$ cat src/rtl/seq_decoder_if.sv
// Symbol/decode bundle for seq_decoder: the producer drives valid/value, the decoder returns status.
interface seq_decoder_if;
   logic       valid;
   logic [3:0] value;
   logic [2:0] position;
   logic       dir;
   logic       locked;
   logic       err;
   logic       dir_chg;
   logic [7:0] err_count;

   modport master (
      output valid, value,
      input  position, dir, locked, err, dir_chg, err_count
   );

   modport slave (
      input  valid, value,
      output position, dir, locked, err, dir_chg, err_count
   );
endinterface

$ cat src/rtl/seq_decoder.sv
// Sequence decoder: tracks a cyclic 8-entry symbol table, locks onto a direction, flags errors.
// Define SEQ_DEC_ERRCNT_EN to build the saturating rejected-symbol counter behind err_count.
module seq_decoder (
   input logic           clk,
   input logic           rst,
   seq_decoder_if.slave  bus
);

   typedef enum logic [1:0] {
      StHunt,
      StSync,
      StLocked
   } state_e;

   state_e     state_q, state_d;
   logic [2:0] position_q, position_d;
   logic       dir_q, dir_d;
   logic       locked_q, locked_d;
   logic       err_q, err_d;
   logic       dir_chg_q, dir_chg_d;

   logic       sym_legal;
   logic [2:0] sym_idx;
   logic [2:0] idx_up;
   logic [2:0] idx_dn;
   logic [2:0] idx_fwd;
   logic [2:0] idx_rev;

   // Table lookup: symbol -> index, with the eight gaps flagged illegal.
   always_comb begin
      sym_legal = 1'b1;
      sym_idx   = 3'd0;
      case (bus.value)
         4'd4:    sym_idx = 3'd0;
         4'd8:    sym_idx = 3'd1;
         4'd12:   sym_idx = 3'd2;
         4'd0:    sym_idx = 3'd3;
         4'd3:    sym_idx = 3'd4;
         4'd7:    sym_idx = 3'd5;
         4'd11:   sym_idx = 3'd6;
         4'd15:   sym_idx = 3'd7;
         default: sym_legal = 1'b0;
      endcase
   end

   // 3-bit arithmetic gives the mod-8 wrap for free.
   assign idx_up  = position_q + 3'd1;
   assign idx_dn  = position_q - 3'd1;
   assign idx_fwd = dir_q ? idx_up : idx_dn;
   assign idx_rev = dir_q ? idx_dn : idx_up;

   always_comb begin
      state_d    = state_q;
      position_d = position_q;
      dir_d      = dir_q;
      err_d      = 1'b0;
      dir_chg_d  = 1'b0;

      if (bus.valid) begin
         unique case (state_q)
            StHunt: begin
               if (sym_legal) begin
                  position_d = sym_idx;
                  state_d    = StSync;
               end else begin
                  err_d = 1'b1;
               end
            end

            StSync: begin
               if (!sym_legal) begin
                  err_d   = 1'b1;
                  state_d = StHunt;
               end else if (sym_idx == idx_up) begin
                  dir_d      = 1'b1;
                  position_d = sym_idx;
                  state_d    = StLocked;
               end else if (sym_idx == idx_dn) begin
                  dir_d      = 1'b0;
                  position_d = sym_idx;
                  state_d    = StLocked;
               end else if (sym_idx != position_q) begin
                  err_d      = 1'b1;
                  position_d = sym_idx;
               end
            end

            StLocked: begin
               if (sym_legal && sym_idx == idx_fwd) begin
                  position_d = sym_idx;
               end else if (sym_legal && sym_idx == idx_rev) begin
                  position_d = sym_idx;
                  dir_d      = ~dir_q;
                  dir_chg_d  = 1'b1;
               end else if (!(sym_legal && sym_idx == position_q)) begin
                  // Loss of lock keeps the last good position/dir for observation.
                  err_d   = 1'b1;
                  state_d = StHunt;
               end
            end

            default: state_d = StHunt;
         endcase
      end

      locked_d = (state_d == StLocked);
   end

   always_ff @(posedge clk) begin
      if (rst) begin
         state_q    <= StHunt;
         position_q <= 3'd0;
         dir_q      <= 1'b1;
         locked_q   <= 1'b0;
         err_q      <= 1'b0;
         dir_chg_q  <= 1'b0;
      end else begin
         state_q    <= state_d;
         position_q <= position_d;
         dir_q      <= dir_d;
         locked_q   <= locked_d;
         err_q      <= err_d;
         dir_chg_q  <= dir_chg_d;
      end
   end

`ifdef SEQ_DEC_ERRCNT_EN
   logic [7:0] err_count_q;

   always_ff @(posedge clk) begin
      if (rst) begin
         err_count_q <= 8'd0;
      end else if (err_d && (err_count_q != 8'hff)) begin
         err_count_q <= err_count_q + 8'd1;
      end
   end

   assign bus.err_count = err_count_q;
`else
   assign bus.err_count = 8'd0;
`endif

   assign bus.position = position_q;
   assign bus.dir      = dir_q;
   assign bus.locked   = locked_q;
   assign bus.err      = err_q;
   assign bus.dir_chg  = dir_chg_q;

endmodule

$ cat src/flat_wrapper.sv
// flat-port wrapper written by rule: the top's interface ports become plain ports
module seq_decoder_flat 
  (clk, rst, bus_valid, bus_value, bus_position, bus_dir, bus_locked, bus_err, bus_dir_chg, bus_err_count);
  seq_decoder_if bus_i ();
  input logic clk;
  input logic rst;
  input wire logic [$bits(bus_i.valid)-1:0] bus_valid;
  input wire logic [$bits(bus_i.value)-1:0] bus_value;
  output wire logic [$bits(bus_i.position)-1:0] bus_position;
  output wire logic [$bits(bus_i.dir)-1:0] bus_dir;
  output wire logic [$bits(bus_i.locked)-1:0] bus_locked;
  output wire logic [$bits(bus_i.err)-1:0] bus_err;
  output wire logic [$bits(bus_i.dir_chg)-1:0] bus_dir_chg;
  output wire logic [$bits(bus_i.err_count)-1:0] bus_err_count;
  assign bus_i.valid = bus_valid;
  assign bus_i.value = bus_value;
  assign bus_position = bus_i.position;
  assign bus_dir = bus_i.dir;
  assign bus_locked = bus_i.locked;
  assign bus_err = bus_i.err;
  assign bus_dir_chg = bus_i.dir_chg;
  assign bus_err_count = bus_i.err_count;
  seq_decoder u_core (.clk(clk), .rst(rst), .bus(bus_i));
endmodule
$ cat config.mk
export PLATFORM = sky130hd
export DESIGN_NAME = seq_decoder_flat
export DESIGN_NICKNAME = d
export VERILOG_FILES = /design/src/rtl/seq_decoder_if.sv /design/src/rtl/seq_decoder.sv /design/src/flat_wrapper.sv
export SDC_FILE = /design/constraint.sdc
export NUM_CORES = 1
export LEC_CHECK = 0
export ABC_AREA = 0
export ABC_CLOCK_PERIOD_IN_PS = 2400
export BUFFER_PORTS_ARGS = -buffer_cell sky130_fd_sc_hd__buf_2
export CORE_ASPECT_RATIO = 0.5
export CORE_MARGIN = 3
export CORE_UTILIZATION = 35
export CTS_CLUSTER_DIAMETER = 80
export CTS_CLUSTER_SIZE = 40
export DETAILED_ROUTE_END_ITERATION = 8
export SLEW_MARGIN = 30
export SYNTH_ARGS = -nofsm -noshare
export SYNTH_HDL_FRONTEND = slang
export SYNTH_SLANG_ARGS = --single-unit
$ cat constraint.sdc
create_clock -name clk -period 2.4 [get_ports clk]
set_input_delay 0.12 -clock clk [delete_from_list [all_inputs] [get_ports clk]]
set_output_delay 0.12 -clock clk [all_outputs]
set_load 0.03 [all_outputs]
==> impl_metrics.toml, run 1 <==
[synthesis]
yosysUniqueCellTypes = 42
synthArstFlopShare_pct = 0
synth_top_area_share_pct = 18.4
synth_fa_ha_area_share_pct = 7.65
synth_top_family_by_area = "compound AO/OA/AOI/OAI gates"
synth_warnings = 0
synth_common_cells = "9 x dfxtp_1, 8 x buf_4, 7 x a21oi_1"
synthCells = 122
synth_area_per_cell_um2 = 8.04
ys_top_cells_by_area = "dfxtp_1 18%, ha_1 7.7%, mux2i_1 6.1%"
ys_ff_latch = 9
synthFlopType = "dfxtp_1"
synth_edf_count = 0
synth_most_common_cell = "dfxtp_1"
synth-compound-area-share_pct = 23.3
synth-xor-area-share_pct = 10.6
synthMuxAreaShare_pct = 7.53
synth_top_area_cell = "dfxtp_1"
synth_simple_gate_area_share_pct = 21.2
syn_area_um2 = 981
synth-seq-area-share_pct = 18.4

[die]
coreArea_um2 = 2430
die_y_um = 43.4
die_area_um2 = 3510
io_pins = 22
num_rows = 12
initial_core_util_pct = 40.3
die_w_um = 80.9

[clocking]
clock-root-buffer = "clkbuf_8"
tritoncts = "done"
cts_buffers = 3
htreeDepth = 1
clock_path_buffers = 2
clock-sinks = 9
postCtsHoldBufs = 0
clk_latency_ps = 240
clk_pin_slew_ps = 50

[critical_path]
required_ps = 2570
crit_path_top_delay_cell = "or3_1"
critPathMaxFanout = 9
endpoint_kind = "flop"
worstPathArrival_ps = 2420
path_class = "reg -> reg"
critPathLaunchType = "flop"
cpPeakStageDelay_ps = 380
path_cells = "or3_1, and2_1, a22o_1, a311o_1, a31oi_1, and2_2, mux2i_1"

[drt]
routed_wl_um = 2190
first_pass_iters = 4
initialDrtViolationCount = 51
drc_errors = 0
viasPerCell = 5.26
num_vias = 883
antenna_left = 0
wire_per_inst_um = 13.0

[sta]
fin_crit_ps = 2250
fmax_ghz = 0.444
finalCritPeriodShare_pct = 93.9
skew_ps = 3.93
tns_ps = 0
setup_violations = 0
final_hold_viol_count = 0
finalMaxSlewViolations = 0
rsz0062_at_grt = "no"

[power]
power.density_nw_per_um2 = 571
p_leak_nw = 0.474
irDropWorstVdd_mv = 0.167

[placement]
port_buffers = 13
placed_cell_area_um2 = 1030
hpwl_um = 1640
globalplace.congestion = 0.815

[cells_and_area]
final_nets = 147
antennaDiodeCount = 0
syn_to_final_growth_pct = 13.4
finalInstanceArea_um2 = 1110
drive_gt1_share_pct = 21.1

[grt]
antenna_found_initial = 0
grt_overflow = 0
grt_pass1_vias = 780
grt_max_degree = 17
grt_pass1_wl_um = 3590
track_usage_pct = 13.2

[worst_hold_path]
worstHoldPathType = "in -> reg"

[status]
status = "completed"

[flow_run]
cap_violations = 0
## per-stage QoR
stage | utilization, % | instances | power [mW] | hold slack (ps) | worst slack (ps)
2_1_floorplan | - | 129 | 0.394 | 271 | 15.4
3_3_place_gp | 42.4 | 163 | 0.428 | 444 | 158
3_5_place_dp | 42.4 | 163 | 0.430 | 453 | 48.5
4_1_cts | 44.3 | 167 | 0.614 | 206 | 23.7
5_1_grt | 45.7 | 168 | 0.679 | 222 | 30.1
6_report | 45.7 | 168 | 0.635 | 222 | 146
## worst max-delay path, delay by kind of cell (launching register included)
| kind | cells | cell delay, ps |
|---|---|---|
| simple gates | 3 | 830 |
| compound gates | 3 | 820 |
| flops | 1 | 360 |
| mux | 1 | 170 |
## cell type report
type | instances | area (um2)
Sequential cell | 9 | 185
Fill cell | 258 | 1320
Clock buffer | 4 | 45.0
Inverter | 6 | 22.5
Tap cell | 35 | 43.8
Multi-Input combinational cell | 100 | 743
Timing Repair Buffer | 14 | 72.6
## state kept, by name, indices dropped and copies added (netlist names)
| signal | count |
|---|---|
| u_core.bus.dir_chg | 1 |
| u_core.bus.err | 1 |
| u_core.bus.position | 3 |
| u_core.bus.dir | 1 |
| u_core.state_q | 2 |
| u_core.bus.locked | 1 |
## placed cells by master, fill, tap and decap left out, drive strengths merged, types with 2 or more instances in the layout
| cell | Yosys | final |
|---|---|---|
| inv | 6 | 6 |
| o311a | 2 | 2 |
| mux2i | 7 | 7 |
| ha | 6 | 6 |
| clkbuf | 5 | 4 |
| and2 | 2 | 2 |
| conb | 1 | 8 |
| xnor2 | 7 | 7 |
| xor2 | 4 | 4 |
| nand2 | 6 | 6 |
| and3 | 2 | 2 |
| or3 | 4 | 4 |
| dfxtp | 9 | 9 |
| a21oi | 7 | 7 |
| nand2b | 5 | 5 |
| nand3 | 3 | 3 |
| nand4 | 2 | 2 |
| a211o | 2 | 2 |
| o311ai | 2 | 2 |
| nor3 | 4 | 4 |
| nand3b | 4 | 4 |
| o21ai | 6 | 6 |
| buf | 9 | 14 |
| a311o | 2 | 2 |
| nor2 | 5 | 5 |
## worst paths after layout
path / endpoint / slack [ps] / start / depth (start not counted)
setup / recovery: u_core.bus.position[2] / 150 / u_core.bus.position[0] / 7
hold / removal: u_core.bus.position[0] / 220 / rst / 2
setup reg to reg: u_core.bus.position[2] / 150 / u_core.bus.position[0] / 7
hold reg to reg: u_core.bus.position[1] / 540 / u_core.bus.position[1] / 2
## cell families (layout without fill, tap and decap cells)
logic type | Yosys count | after routing
XOR/XNOR | 11 | 11
adder cells (fa/ha/maj) | 6 | 6
AND/OR/NAND/NOR | 38 | 38
buffers and inverters | 20 | 24
flip-flops | 9 | 9
AO/OA/AOI/OAI | 30 | 30
multiplexers | 7 | 7
other | 1 | 8
## report_power, final
group	leakage, nW	switching (mW)	total (mW)	internal, mW
registers	0.0744	0.0151	0.175	0.160
logic	0.377	0.158	0.282	0.124
clock network	0.0228	0.0624	0.178	0.116
total	0.474	0.236	0.635	0.400
## metal layers
layer	wire [um]	GRT usage, %	vias up
met1	1070	17.8	409
met2	978	19.1	21
li1	-	-	448
met4	38	6.73	0
met3	102	3.94	5
met5	0	0	-
## timing repair
| action | 4_1_cts | 5_1_grt |
|---|---|---|
| setup endpoints to repair | 0 | 6 |
| buffers inserted | 0 | 1 |
| resized for setup | 0 | 5 |
Note: power is estimated with default switching activity, not from simulation.
==> run 2: changes to the inputs <==
Settings changed: BUFFER_PORTS_ARGS -buffer_cell sky130_fd_sc_hd__buf_2 to -buffer_cell sky130_fd_sc_hd__clkbuf_2, HOLD_SLACK_MARGIN set to 0.08.
==> impl_metrics.toml, run 2 (synthesized netlist as in run 1, its figures left out) <==
[power]
switchingPower_mw = 0.225
irDropWorstVdd_mv = 0.255
pwr-share-seq_pct = 28.5
power.density_nw_per_um2 = 553
swShare_pct = 36.6
clkPwrFrac_pct = 28.1
combPwrFrac_pct = 43.4
intPower_mw = 0.389
p_leak_nw = 0.479

[critical_path]
path_cells = "inv_1, ha_1, xnor2_2, xnor2_2, mux2i_2, mux2i_2, o21ai_1, and3_1"
crit_family = "multiplexers"
path_class = "reg -> reg"
crit_path_top_delay_cell = "dfxtp_2"
worstPathArrival_ps = 2360
endpoint_kind = "flop"
required_ps = 2520
critPathMaxFanout = 9
crit_buf_inv = 1
r2r_slack_ps = 170
cpPeakStageDelay_ps = 400
critPathLaunchType = "flop"

[drt]
drc_errors = 0
initialDrtViolationCount = 43
viasPerCell = 5.20
wire_per_inst_um = 12.3
first_pass_iters = 4
antenna_left = 0
num_vias = 884
routed_wl_um = 2090

[grt]
grt_overflow = 0
grt_max_degree = 15
track_usage_pct = 12.6
antenna_found_initial = 0
grt_pass1_wl_um = 3530
grt_pass1_vias = 792

[die]
io_pins = 22
die_area_um2 = 3510
die_y_um = 43.4
num_rows = 12
die_w_um = 80.9
coreArea_um2 = 2430
initial_core_util_pct = 40.3

[sta]
rsz0062_at_grt = "no"
setup_violations = 0
timing.final.ws_setup_ps = 167
finalMaxSlewViolations = 0
skew_ps = 1.12
final_hold_viol_count = 0
finalCritPeriodShare_pct = 93.1
fmax_ghz = 0.448
tns_ps = 0
fin_crit_ps = 2230

[cells_and_area]
syn_to_final_growth_pct = 13.3
fillers = 258
drive_gt1_share_pct = 20.7
layout_commonest_cell = "clkbuf_2"
multiInputGateArea_um2 = 731
largest_reg_flops = 3
finalInstanceArea_um2 = 1110
antennaDiodeCount = 0
final_cell_mix = "13 x clkbuf_2, 8 x conb_1, 8 x dfxtp_1"
final_nets = 149
register_area_um2 = 181
finalNonFillerCells = 170

[clocking]
clock-sinks = 9
tritoncts = "done"
htreeDepth = 1
clock_path_buffers = 2
clk_pin_slew_ps = 40
postCtsHoldBufs = 0
cts_buffers = 3
clock-root-buffer = "clkbuf_8"
clk_latency_ps = 230

[placement]
pre_cts_slack_ps = 83.8
numPlacedInstances = 166
hpwl_um = 1660
port_buffers = 13
placed_cell_area_um2 = 1050
globalplace.congestion = 0.823

[status]
status = "completed"

[worst_hold_path]
worstHoldPathType = "in -> reg"

[flow_run]
cap_violations = 0
run 2: changes by cell type in the layout (fill, tap and decap cells not counted):
| cell | change |
|---|---|
| buf_2 | -13 |
| clkbuf_2 | +13 |
| buf_4 | +2 |
| dfxtp_1 | +1 |
| dfxtp_4 | -1 |
| ha_1 | +1 |
| ha_4 | -1 |
run 2: power by group through the flow:
| stage | clock network [mW] | logic, mW | registers (mW) |
|---|---|---|---|
| 2_1_floorplan | 0 | 0.209 | 0.186 |
| 3_3_place_gp | 0 | 0.256 | 0.177 |
| 3_5_place_dp | 0 | 0.258 | 0.178 |
| 4_1_cts | 0.176 | 0.259 | 0.175 |
| 5_1_grt | 0.187 | 0.291 | 0.177 |
| 6_report | 0.173 | 0.266 | 0.175 |
run 2: area by class of cell:
| class | instances | share of cell area [%] |
|---|---|---|
| clock buffers | 4 | 4.05 |
| inverters | 6 | 2.03 |
| multi-input cells | 100 | 65.8 |
| flip-flops and latches | 9 | 16.3 |
| well taps | 35 | 3.94 |
| repair buffers | 16 | 7.88 |
run 2: worst register-to-register path: cells and delay by family (launching register included):
family	cells	cell delay, ps
and+or+nand+nor	1	170
buffers and inverters	1	60
muxes	2	660
adders and majority gates	1	340
AOI/OAI and AO/OA	1	140
DFF	1	400
xor gates and xnor gates	2	360
run 2: per-layer routing:
layer / GRT usage (%) / share of wire [%] / up-vias
met3: 3.73 / 6.3 / 0
met2: 19.6 / 44 / 26
li1: - / - / 454
met5: 0 / 0 / -
met1: 17.5 / 50 / 404
met4: 2.02 / 0 / 0
run 2: repair_timing:
| action | in CTS | in global routing |
|---|---|---|
| gates resized for setup | 0 | 2 |
| setup buffers | 0 | 0 |
| endpoints found under the setup margin | 0 | 4 |
run 2: worst paths after layout:
check,depth (start not counted),endpoint,startpoint
hold reg to reg,2,u_core.bus.position[1],u_core.bus.position[1]
hold / removal,3,u_core.bus.position[2],bus_value[1]
setup reg to reg,8,u_core.bus.locked,u_core.bus.position[0]
setup / recovery,8,u_core.bus.locked,u_core.bus.position[0]
run 2: metrics by stage:
| step | power, mW | hold slack [ps] | utilization [%] |
|---|---|---|---|
| after global placement | 0.433 | 462 | 43.4 |
| after detailed placement | 0.435 | 464 | 43.4 |
| after global routing | 0.655 | 256 | 45.7 |
| after floorplan | 0.394 | 271 | - |
| final | 0.614 | 228 | 45.7 |
| after CTS | 0.609 | 226 | 45.2 |
==> run 3: changes to the inputs <==
Settings changed: MAX_ROUTING_LAYER set to met4.
==> impl_metrics.toml, run 3 (synthesized netlist as in run 1, its figures left out) <==
[die]
io_pins = 22
die_y_um = 43.4
initial_core_util_pct = 40.3
coreArea_um2 = 2430
die_w_um = 80.9
die_area_um2 = 3510
num_rows = 12

[flow_run]
cap_violations = 0

[worst_hold_path]
hold_end = "u_core.bus.position[2]"
hold_start = "bus_value[1]"
worstHoldPathType = "in -> reg"
hold_path_depth = 3

[drt]
routed_wl_um = 2090
wire_per_inst_um = 12.3
drc_errors = 0
first_pass_iters = 4
num_vias = 884
initialDrtViolationCount = 42
antenna_left = 0
viasPerCell = 5.20

[grt]
grt_pass1_vias = 791
grt_overflow = 0
grt_max_degree = 15
grt_pass1_wl_um = 3530
track_usage_pct = 13.0
antenna_found_initial = 0

[critical_path]
r2r_slack_ps = 170
cpPeakStageDelay_ps = 400
path_cells = "inv_1, ha_1, xnor2_2, xnor2_2, mux2i_2, mux2i_2, o21ai_1, and3_1"
worstPathArrival_ps = 2360
crit_path_top_delay_cell = "dfxtp_2"
regToRegStartpoint = "u_core.bus.position[0]"
crit_buf_inv = 1
required_ps = 2520
endpoint_kind = "flop"
critPathLaunchType = "flop"
reg2reg_to = "u_core.bus.locked"
crit_family = "multiplexers"
worst-r2r-cell-count = 8
critPathMaxFanout = 9
path_class = "reg -> reg"

[cells_and_area]
final_nets = 149
antennaDiodeCount = 0
largest_reg_flops = 3
final_cell_mix = "13 x clkbuf_2, 8 x conb_1, 8 x dfxtp_1"
syn_to_final_growth_pct = 13.3
finalNonFillerCells = 170
layout_commonest_cell = "clkbuf_2"
drive_gt1_share_pct = 20.7

[status]
status = "completed"

[sta]
skew_ps = 1.12
finalCritPeriodShare_pct = 93.1
rsz0062_at_grt = "no"
fmax_ghz = 0.448
final_hold_viol_count = 0
fin_crit_ps = 2230
tns_ps = 0
finalMaxSlewViolations = 0
setup_violations = 0

[clocking]
tritoncts = "done"
clk_latency_ps = 230
cts_resized = 0
clock-sinks = 9
clock-root-buffer = "clkbuf_8"
cts_buffers = 3
post-cts-setup-buffer-count = 0
htreeDepth = 1
clock_path_buffers = 2
postCtsHoldBufs = 0
clk_pin_slew_ps = 40

[power]
p_leak_nw = 0.479
power.density_nw_per_um2 = 553
irDropWorstVdd_mv = 0.255

[placement]
hpwl_um = 1660
globalplace.congestion = 0.835
port_buffers = 13
numPlacedInstances = 166
==> run 3: cell counts in the layout (fill, tap and decap cells not counted) <==
Identical to the previous run, type by type.
==> run 3: area by class of cell <==
type	count	area, um2
Timing Repair Buffer	16	87.6
Inverter	6	22.5
Multi-Input combinational cell	100	731
Fill cell	258	1320
Tap cell	35	43.8
Clock buffer	4	45.0
Sequential cell	9	181
==> run 3: where the power goes <==
group	switching [mW]	internal (mW)	total, mW	leakage (nW)
combinational	0.152	0.114	0.266	0.382
clock	0.0573	0.116	0.173	0.0228
sequential	0.0152	0.160	0.175	0.0738
total	0.225	0.389	0.614	0.479
==> run 3: routing by layer <==
metal / wire, um / share of wire, % / vias to the layer above / global-route usage, %
li1: - / - / 454 / -
met1: 1040 / 50 / 404 / 17.5
met2: 911 / 44 / 26 / 19.6
met3: 132 / 6.3 / 0 / 3.73
met4: 0 / 0 / 0 / 2.02
met5: 0 / 0 / - / -
==> run 3: worst max path at each step <==
stage	end	start	slack [ps]	depth (start not counted)
final	u_core.bus.locked	u_core.bus.position[0]	170	8
after global routing	u_core.bus.locked	u_core.bus.position[0]	9	8
after CTS	u_core.bus.locked	u_core.bus.position[0]	80	8
after detailed placement	u_core.bus.locked	u_core.bus.position[0]	80	8
after global placement	u_core.bus.locked	u_core.bus.position[0]	160	8
after floorplan	u_core.bus.locked	u_core.bus.position[1]	20	8
==> run 3: tightest hold or removal path: stages <==
cell	delay [ps]
clkbuf_2	130
nand3b_1	100
mux2i_1	60
==> run 3: through the flow <==
step	power [mW]	utilization, %	hold WS [ps]	cell area [um2]	setup WS [ps]
6_report	0.614	45.7	228	1110	167
5_1_grt	0.655	45.7	256	1110	8.94
4_1_cts	0.609	45.2	226	1100	75.3
3_5_place_dp	0.435	43.4	464	1050	83.8
3_3_place_gp	0.433	43.4	462	1050	157
2_1_floorplan	0.394	-	271	1010	15.4
